===== src/rtl/uart_tx_buffered.sv =====
// ----------------------------------------------------------------------------
// uart_tx_buffered
//
// Buffered UART transmitter. Parallel words come in through a valid/ready
// handshake and are stored in a small FIFO. Each word is sent LSB-first as a
// start bit, the data bits, an optional parity bit and one or two stop bits.
// The bit period is Prescale+1 clock cycles. Queued words are sent back to
// back, with no idle gap between frames.
//
// Ports:
//   CLK         system clock
//   RST         asynchronous reset, active low
//   P_DATA      word to transmit
//   Data_Valid  P_DATA valid; the word is taken when Data_Valid && Ready
//   Ready       FIFO not full
//   PAR_EN      1 = insert a parity bit
//   PAR_TYP     0 = even parity (^data), 1 = odd parity (~^data)
//   STOP2       1 = two stop bits, 0 = one stop bit
//   Prescale    bit period minus one, in CLK cycles
//   TX_OUT      serial line, idle high (registered)
//   busy        high while any frame bit is on the line (registered)
//   fifo_count  words waiting in the FIFO, not counting the frame being sent
// ----------------------------------------------------------------------------
module uart_tx_buffered #(
  parameter int DATA_WIDTH     = 8,
  parameter int FIFO_DEPTH     = 4,
  parameter int PRESCALE_WIDTH = 8
) (
  input  logic                          CLK,
  input  logic                          RST,
  input  logic [DATA_WIDTH-1:0]         P_DATA,
  input  logic                          Data_Valid,
  output logic                          Ready,
  input  logic                          PAR_EN,
  input  logic                          PAR_TYP,
  input  logic                          STOP2,
  input  logic [PRESCALE_WIDTH-1:0]     Prescale,
  output logic                          TX_OUT,
  output logic                          busy,
  output logic [$clog2(FIFO_DEPTH):0]   fifo_count
);

  localparam int PTR_W = $clog2(FIFO_DEPTH);
  localparam int CNT_W = PTR_W + 1;
  localparam int BIT_W = $clog2(DATA_WIDTH);

  typedef enum logic [2:0] {
    S_IDLE,
    S_START,
    S_DATA,
    S_PARITY,
    S_STOP1,
    S_STOP2
  } state_e;

  // FIFO storage and bookkeeping
  logic [DATA_WIDTH-1:0] mem_q [FIFO_DEPTH];
  logic [PTR_W-1:0]      wr_ptr_q, rd_ptr_q;
  logic [CNT_W-1:0]      count_q;
  logic                  push, pop, fifo_empty;

  // Frame engine
  state_e                    state_q, state_d;
  logic [PRESCALE_WIDTH-1:0] cnt_q, cnt_d;
  logic [PRESCALE_WIDTH-1:0] pre_q, pre_d;
  logic [BIT_W-1:0]          bit_q, bit_d;
  logic [DATA_WIDTH-1:0]     data_q, data_d;
  logic                      par_en_q, par_en_d;
  logic                      par_typ_q, par_typ_d;
  logic                      stop2_q, stop2_d;
  logic                      tx_q, tx_d;
  logic                      busy_q, busy_d;
  logic                      bit_done;
  logic                      try_load;

  // Ready looks only at the current count, so a slot freed by a pop this
  // cycle cannot be refilled until the next one.
  assign Ready      = (count_q != CNT_W'(FIFO_DEPTH));
  assign fifo_empty = (count_q == '0);
  assign push       = Data_Valid && Ready;
  assign fifo_count = count_q;
  assign TX_OUT     = tx_q;
  assign busy       = busy_q;
  assign bit_done   = (cnt_q == '0);

  // Storage array carries no reset; the pointers and count define validity.
  always_ff @(posedge CLK) begin
    if (push) begin
      mem_q[wr_ptr_q] <= P_DATA;
    end
  end

  // Pointers wrap naturally because the depth is a power of two.
  always_ff @(posedge CLK or negedge RST) begin
    if (!RST) begin
      wr_ptr_q <= '0;
      rd_ptr_q <= '0;
      count_q  <= '0;
    end else begin
      if (push) wr_ptr_q <= wr_ptr_q + PTR_W'(1);
      if (pop)  rd_ptr_q <= rd_ptr_q + PTR_W'(1);
      if (push && !pop) begin
        count_q <= count_q + CNT_W'(1);
      end else if (pop && !push) begin
        count_q <= count_q - CNT_W'(1);
      end
    end
  end

  always_ff @(posedge CLK or negedge RST) begin
    if (!RST) begin
      state_q   <= S_IDLE;
      cnt_q     <= '0;
      pre_q     <= '0;
      bit_q     <= '0;
      data_q    <= '0;
      par_en_q  <= 1'b0;
      par_typ_q <= 1'b0;
      stop2_q   <= 1'b0;
      tx_q      <= 1'b1;
      busy_q    <= 1'b0;
    end else begin
      state_q   <= state_d;
      cnt_q     <= cnt_d;
      pre_q     <= pre_d;
      bit_q     <= bit_d;
      data_q    <= data_d;
      par_en_q  <= par_en_d;
      par_typ_q <= par_typ_d;
      stop2_q   <= stop2_d;
      tx_q      <= tx_d;
      busy_q    <= busy_d;
    end
  end

  always_comb begin
    state_d   = state_q;
    cnt_d     = cnt_q;
    pre_d     = pre_q;
    bit_d     = bit_q;
    data_d    = data_q;
    par_en_d  = par_en_q;
    par_typ_d = par_typ_q;
    stop2_d   = stop2_q;
    pop       = 1'b0;
    try_load  = 1'b0;
    tx_d      = 1'b1;
    busy_d    = 1'b0;

    // Bit-period down-counter, reloaded from the latched prescale whenever a
    // bit ends.
    if (state_q != S_IDLE) begin
      cnt_d = bit_done ? pre_q : cnt_q - PRESCALE_WIDTH'(1);
    end

    case (state_q)
      S_IDLE: begin
        try_load = 1'b1;
      end
      S_START: begin
        if (bit_done) begin
          state_d = S_DATA;
          bit_d   = '0;
        end
      end
      S_DATA: begin
        if (bit_done) begin
          if (bit_q == BIT_W'(DATA_WIDTH - 1)) begin
            state_d = par_en_q ? S_PARITY : S_STOP1;
          end else begin
            bit_d = bit_q + BIT_W'(1);
          end
        end
      end
      S_PARITY: begin
        if (bit_done) state_d = S_STOP1;
      end
      S_STOP1: begin
        if (bit_done) begin
          if (stop2_q) state_d = S_STOP2;
          else         try_load = 1'b1;
        end
      end
      S_STOP2: begin
        if (bit_done) try_load = 1'b1;
      end
      default: state_d = S_IDLE;
    endcase

    // Frame boundary: either start the next queued word straight away or
    // drop back to idle. The configuration is captured here and held for the
    // whole frame.
    if (try_load) begin
      if (!fifo_empty) begin
        pop       = 1'b1;
        state_d   = S_START;
        cnt_d     = Prescale;
        pre_d     = Prescale;
        data_d    = mem_q[rd_ptr_q];
        par_en_d  = PAR_EN;
        par_typ_d = PAR_TYP;
        stop2_d   = STOP2;
      end else begin
        state_d = S_IDLE;
      end
    end

    // Outputs are registered, so derive them from the state being entered.
    busy_d = (state_d != S_IDLE);
    case (state_d)
      S_START:  tx_d = 1'b0;
      S_DATA:   tx_d = data_d[bit_d];
      S_PARITY: tx_d = (^data_d) ^ par_typ_d;
      default:  tx_d = 1'b1;
    endcase
  end

endmodule


===== config.mk =====
export PLATFORM = sky130hd
export DESIGN_NAME = uart_tx_buffered
export DESIGN_NICKNAME = d
export VERILOG_FILES = /design/src/rtl/uart_tx_buffered.sv
export SDC_FILE = /design/constraint.sdc
export NUM_CORES = 1
export LEC_CHECK = 0
export ABC_AREA = 1
export BUFFER_PORTS_ARGS = -buffer_cell sky130_fd_sc_hd__buf_2
export CORE_MARGIN = 5
export CORE_UTILIZATION = 23
export DETAILED_ROUTE_END_ITERATION = 16
export PLACE_DENSITY = 0.41
export RECOVER_POWER = 25
export SYNTH_ARGS = -nofsm -noshare
export SYNTH_HDL_FRONTEND = slang
export SYNTH_SLANG_ARGS = --single-unit

===== constraint.sdc =====
create_clock -name CLK -period 4.7 [get_ports CLK]
set_clock_uncertainty 0.05 [all_clocks]
set_input_delay 0.94 -clock CLK [delete_from_list [all_inputs] [get_ports CLK]]
set_output_delay 0.94 -clock CLK [all_outputs]
set_load 0.03 [all_outputs]

* After elaboration in Yosys (flattened, before gate mapping)
Memories as Yosys holds them, arrays and structs flattened.
Cells that the tools add are included.
** Operators by class
- Equality and inequality tests :: 10
- Bitwise operators :: 2
- Muxes and demuxes :: 35
- $add $sub $neg :: 6
- Order comparisons :: 1
- Reductions and logical operators :: 14
** Operators with widths (count)
- $mux W8 :: 6
- $mux W3 :: 13
- $pmux W3 S5 :: 1
- $eq A3 B2 Y1 const B :: 4
- $mux W1 :: 11
- $eq A3 B3 Y1 const B :: 3
- $logic_not A8 Y1 :: 1
- $reduce_xor A8 Y1 :: 1
- $sub A8 B1 Y8 const B :: 1
- $add A3 B1 Y3 const B :: 2
- $eq A3 B1 Y1 const B :: 2
- $logic_not A3 Y1 :: 2
- $pmux W1 S3 :: 2
- $pmux W3 S2 :: 1
- $reduce_bool A3 Y1 :: 2
- $add A2 B1 Y2 const B :: 2
- $lt A3 B4 Y1 const B :: 1
- $bmux W1 S3 :: 1
- $logic_and A1 B1 Y1 :: 3
- $ne A3 B3 Y1 const B :: 1
- $sub A3 B1 Y3 const B :: 1
- $logic_not A1 Y1 :: 2
- $reduce_and A2 Y1 :: 1
- $reduce_bool A2 Y1 :: 1
- 3 further kinds :: 3
** Word-level totals
- Logic and storage cells :: 82
- Register bits after elaboration :: 42
- Memories :: 1
- Input port bits :: 22
- RAM bits :: 32
** Memories
- mem_q :: depth 4, bits a word 8, rd ports 1, clocked after memory_dff 0, wr ports 1, RTL line 57 : logic [DATA_WIDTH-1:0] mem_q [FIFO_DEPTH];

* Depth between registers and ports, before layout
- Depth in word-level cells :: 7
- Gate-level depth with buffers :: 20
- Depth with buffers taken out :: 19

* Worst setup path after synthesis
No wires, ideal clock.
- Path type :: register to register
- Start point :: register cnt_q[0]
- End point :: register count_q[2], in the netlist fifo_count[2]
- Library setup time :: 0.131 ns
- Setup slack :: 2.196 ns
- Path buffers :: 1
- Arrival :: 2.323 ns
- Stages on the path, launching flop included :: 15
- Clock period less this slack :: 2.504 ns
- Cell sequence :: dfrtp_1 > inv_1 > ha_1 > nand2_2 > nor2_8 > nand2_4 > nand2_8 > nand2_4 > clkbuf_1 > ha_1 > inv_1 > fa_1 > a21oi_1 > o21ai_0 > xor2_1
** On the way
- Word-level cells in the longest chain between the ends :: 7
- Elaborated cells between the ends (all ways) :: 10
** RTL lines
- from (decl) :: RTL line 64 : logic [PRESCALE_WIDTH-1:0] cnt_q, cnt_d;
- from (signal assigned) :: RTL line 124 : cnt_q <= cnt_d;
- $logic_not A8 Y1 * :: RTL line 84 : assign bit_done = (cnt_q == '0);
- $mux W1 (on tied branches) :: RTL line 185, 179
- $pmux W1 S3 * :: RTL line 156 : case (state_q)
- $mux W1 * :: RTL line 193 : if (try_load) begin
- $logic_not A1 Y1 :: RTL line 102 : if (push && !pop) begin
- $logic_and A1 B1 Y1 :: RTL line 102
- $mux W3 or $reduce_bool A2 Y1 (tied branches)
- to (signal assigned) :: RTL line 103 : count_q <= count_q + CNT_W'(1);
- to (signal assigned) :: RTL line 105 : count_q <= count_q - CNT_W'(1);
- to (decl) :: RTL line 59 : logic [CNT_W-1:0] count_q;
Mark *: on every way between the ends. The rest lies on a longest branch, timed or not.
A chain may end at the register's enable or synchronous reset.

==> reports/results.ini <==
[yosys]
synth-simple-area-share=0.275
synth_top_area_frac=0.262
syn_nets=491
synth_mux_area_frac=0.00288
ys_types=47
netlist_instances=461
synthFlopType=dfrtp_1
synth-compound-area-share=0.0872
synth_async_sr_flop_share=0.568
ys_seq_area_frac=0.514
synth_top_family_by_area=simple AND/OR/NAND/NOR gates
synth_largest_area_cell=dfrtp_1
synth_edf_count=32
synth_warnings=0
synth_seq_cells=74
synth_xor_area_frac=0.00895
synth.area.top_cells=dfrtp_1 (26%), edfxtp_1 (25%), nand2_1 (13%)
synthAdderAreaFrac=0.0275
synth_area_sq_um=3920
avgSynthCellArea_sq_um=8.49

[clock_network]
clock_path_buffers=2
cts_resized=0
htreeDepth=3
post_cts_buffers=0
numCtsBuffers=9
clkSinkCount=74
cts_hold_buf=0
ctsRootBufferMaster=clkbuf_16
worstSkewPairLatency_ns=0.34
cts_tree=yes
cts.clk_slew.worst_paths_ns=0.06

[global_routing]
grtUsageTotal=0.0945
grt_pass1_wl_microns=14800
grt_antenna_before_repair=0
grt_pass1_vias=2889
grt_max_degree=43
overflow=0

[run]
cap_violations=1

[routing]
drt_iter0_drc=133
avgRoutedWirePerCell_microns=12.5
viasPerCell=4.15
dr.pass1.iters=4
vias=2958
drt.antenna.violating_nets=0
drc_errors=0
drt-total-wl_microns=8880

[placed_design]
io_buffer_count=27
pre_cts_slack_ns=1.94
place_hpwl_microns=6300
gp_congestion=0.767
place_area_sq_um=4250

[setup_path]
critPathTopFamily=buffers and inverters
cp.arrival_ns=2.66
r2r-end=fifo_count[1]
ff2ff_path_depth=11
crit_path_top_delay_cell=clkbuf_1
max_stage_delay_ns=1.69
crit_chain=clkbuf_1
endpoint_kind=asynchronous set/reset pin
cp-start-kind=input pin
worstSetupPathType=input pin to asynchronous set/reset pin
critPathBufInv=1
required_ns=4.59
ff2ff_setup_slack_ns=1.96
rr_startpoint=cnt_q[0]
cp_max_fo=42

[timing]
min_period_ns=2.78
tns_ns=0
fmax_mhz=360
worst_slack_ns=1.92
max_slew_margin=-0.618
setup_viol=0
rsz0062_at_grt=no
finalHoldViolations=0
worst_pin_slew_ns=2.43
period_share=0.591
drv_slew=43

[hold_path]
min_from=pre_q[5]
hold_path_depth=2
worst_hold_path.endpoint=pre_q[5]
holdCritPathClass=register to register

[pwr]
seqPwrFrac=0.321
internal_power_uw=1870
power_switching_uw=1530
power-per-cell-area_nw_per_um2=748
swShare=0.449
p_leak_uw=0.00212
clkPwrFrac=0.212
irDropWorstVdd_mv=0.240
power_frac_comb=0.468

[floorplanning]
coreArea_sq_um=16600
fp.dieW_microns=140
die_h_microns=140
io_pins=28
floorplan.die_area_sq_um=19700
num_rows=47
initial_core_util=0.235

[cells_and_area]
nets=517
multiInputGateArea_sq_um=1570
drive_gt1_frac=0.144
final_cell_mix=nand2_1 (131), inv_1 (62), nor2_1 (41), dfrtp_1 (41), edfxtp_1 (32)
synthToLayoutAreaGrowth_pct=16.2
regArea_sq_um=2010
insertedDiodeCount=0
fillCellCount=1812
final_common_cell=nand2_1
design_area_sq_um=4550

[outcome]
violations=capacitance limit, slew limit
status=finished with violations

==> cells in the mapped netlist, types with 2 or more instances <==
cell        n
nor2_1     41
nand2_4     3
a31oi_1     4
a21oi_1     9
edfxtp_1   32
nand2_2     9
buf_2       5
nor2_4      2
nor2_2      5
buf_4       2
ha_1        7
nor4_1      2
clkbuf_1    3
or2_2       3
o21ai_0    31
nand3_1    31
dfrtp_1    41
inv_1      62
inv_2       4
o221ai_1    2
nand2_1   131
xor2_1      3
o211ai_1    3
nand3_2     3
==> metrics by stage <==
step	cells	power, uW	utilization	hold slack, ns
after floorplan	461	2370	-	0.394
after global placement	696	2720	0.255	0.417
after detailed placement	696	2720	0.255	0.421
after CTS	712	3470	0.274	0.447
after global routing	712	3750	0.273	0.492
final	712	3400	0.273	0.444
==> state kept, by name (all words and copies together), names as in the netlist <==
register / flops
mem_q: 32
fifo_count: 3
rd_ptr_q: 2
cnt_q: 8
stop2_q: 1
bit_q: 3
pre_q: 8
par_typ_q: 1
par_en_q: 1
wr_ptr_q: 2
data_q: 8
state_q: 3
TX_OUT: 1
busy: 1
==> cells by family after synthesis <==
logic type                 after synthesis
AOI/OAI and AO/OA                       58
DFF                                     74
and+or+nand+nor                        237
adders and majority gates                8
xor gates and xnor gates                 4
muxes                                    1
buffers and inverters                   79
==> area by class of cell <==
| type | count | area share |
|---|---|---|
| sequential | 74 | 0.443 |
| multi-input combinational | 308 | 0.346 |
| tap | 220 | 0.0605 |
| inverter | 67 | 0.0558 |
| clock buffer | 9 | 0.0495 |
| timing repair buffer | 27 | 0.0272 |
| clock inverter | 7 | 0.0184 |
==> worst max path at each step <==
stage | start | endpoint | slack, ns | depth (start not counted)
after floorplan | cnt_q[0] | fifo_count[2] | 2.20 | 14
final | RST | fifo_count[1] | 1.92 | 1
after detailed placement | cnt_q[0] | fifo_count[1] | 1.94 | 11
after global routing | RST | fifo_count[1] | 1.32 | 1
after global placement | cnt_q[0] | fifo_count[1] | 2.02 | 11
after CTS | cnt_q[0] | fifo_count[1] | 1.94 | 11
==> metal layers <==
layer / global-route usage / part of all wire / wire length [microns]
met5: 0 / 0 / 0
met4: 0.0260 / 0.012 / 104
met3: 0.0266 / 0.034 / 299
met2: 0.154 / 0.47 / 4150
met1: 0.123 / 0.49 / 4330
==> power groups by stage <==
stage	logic, uW	clock network [uW]	registers (uW)
after floorplan	1300	0	1070
after global routing	1860	768	1130
final	1590	720	1090
after CTS	1630	741	1100
after detailed placement	1620	0	1110
after global placement	1610	0	1110
Power figures use the tool's default switching activity.
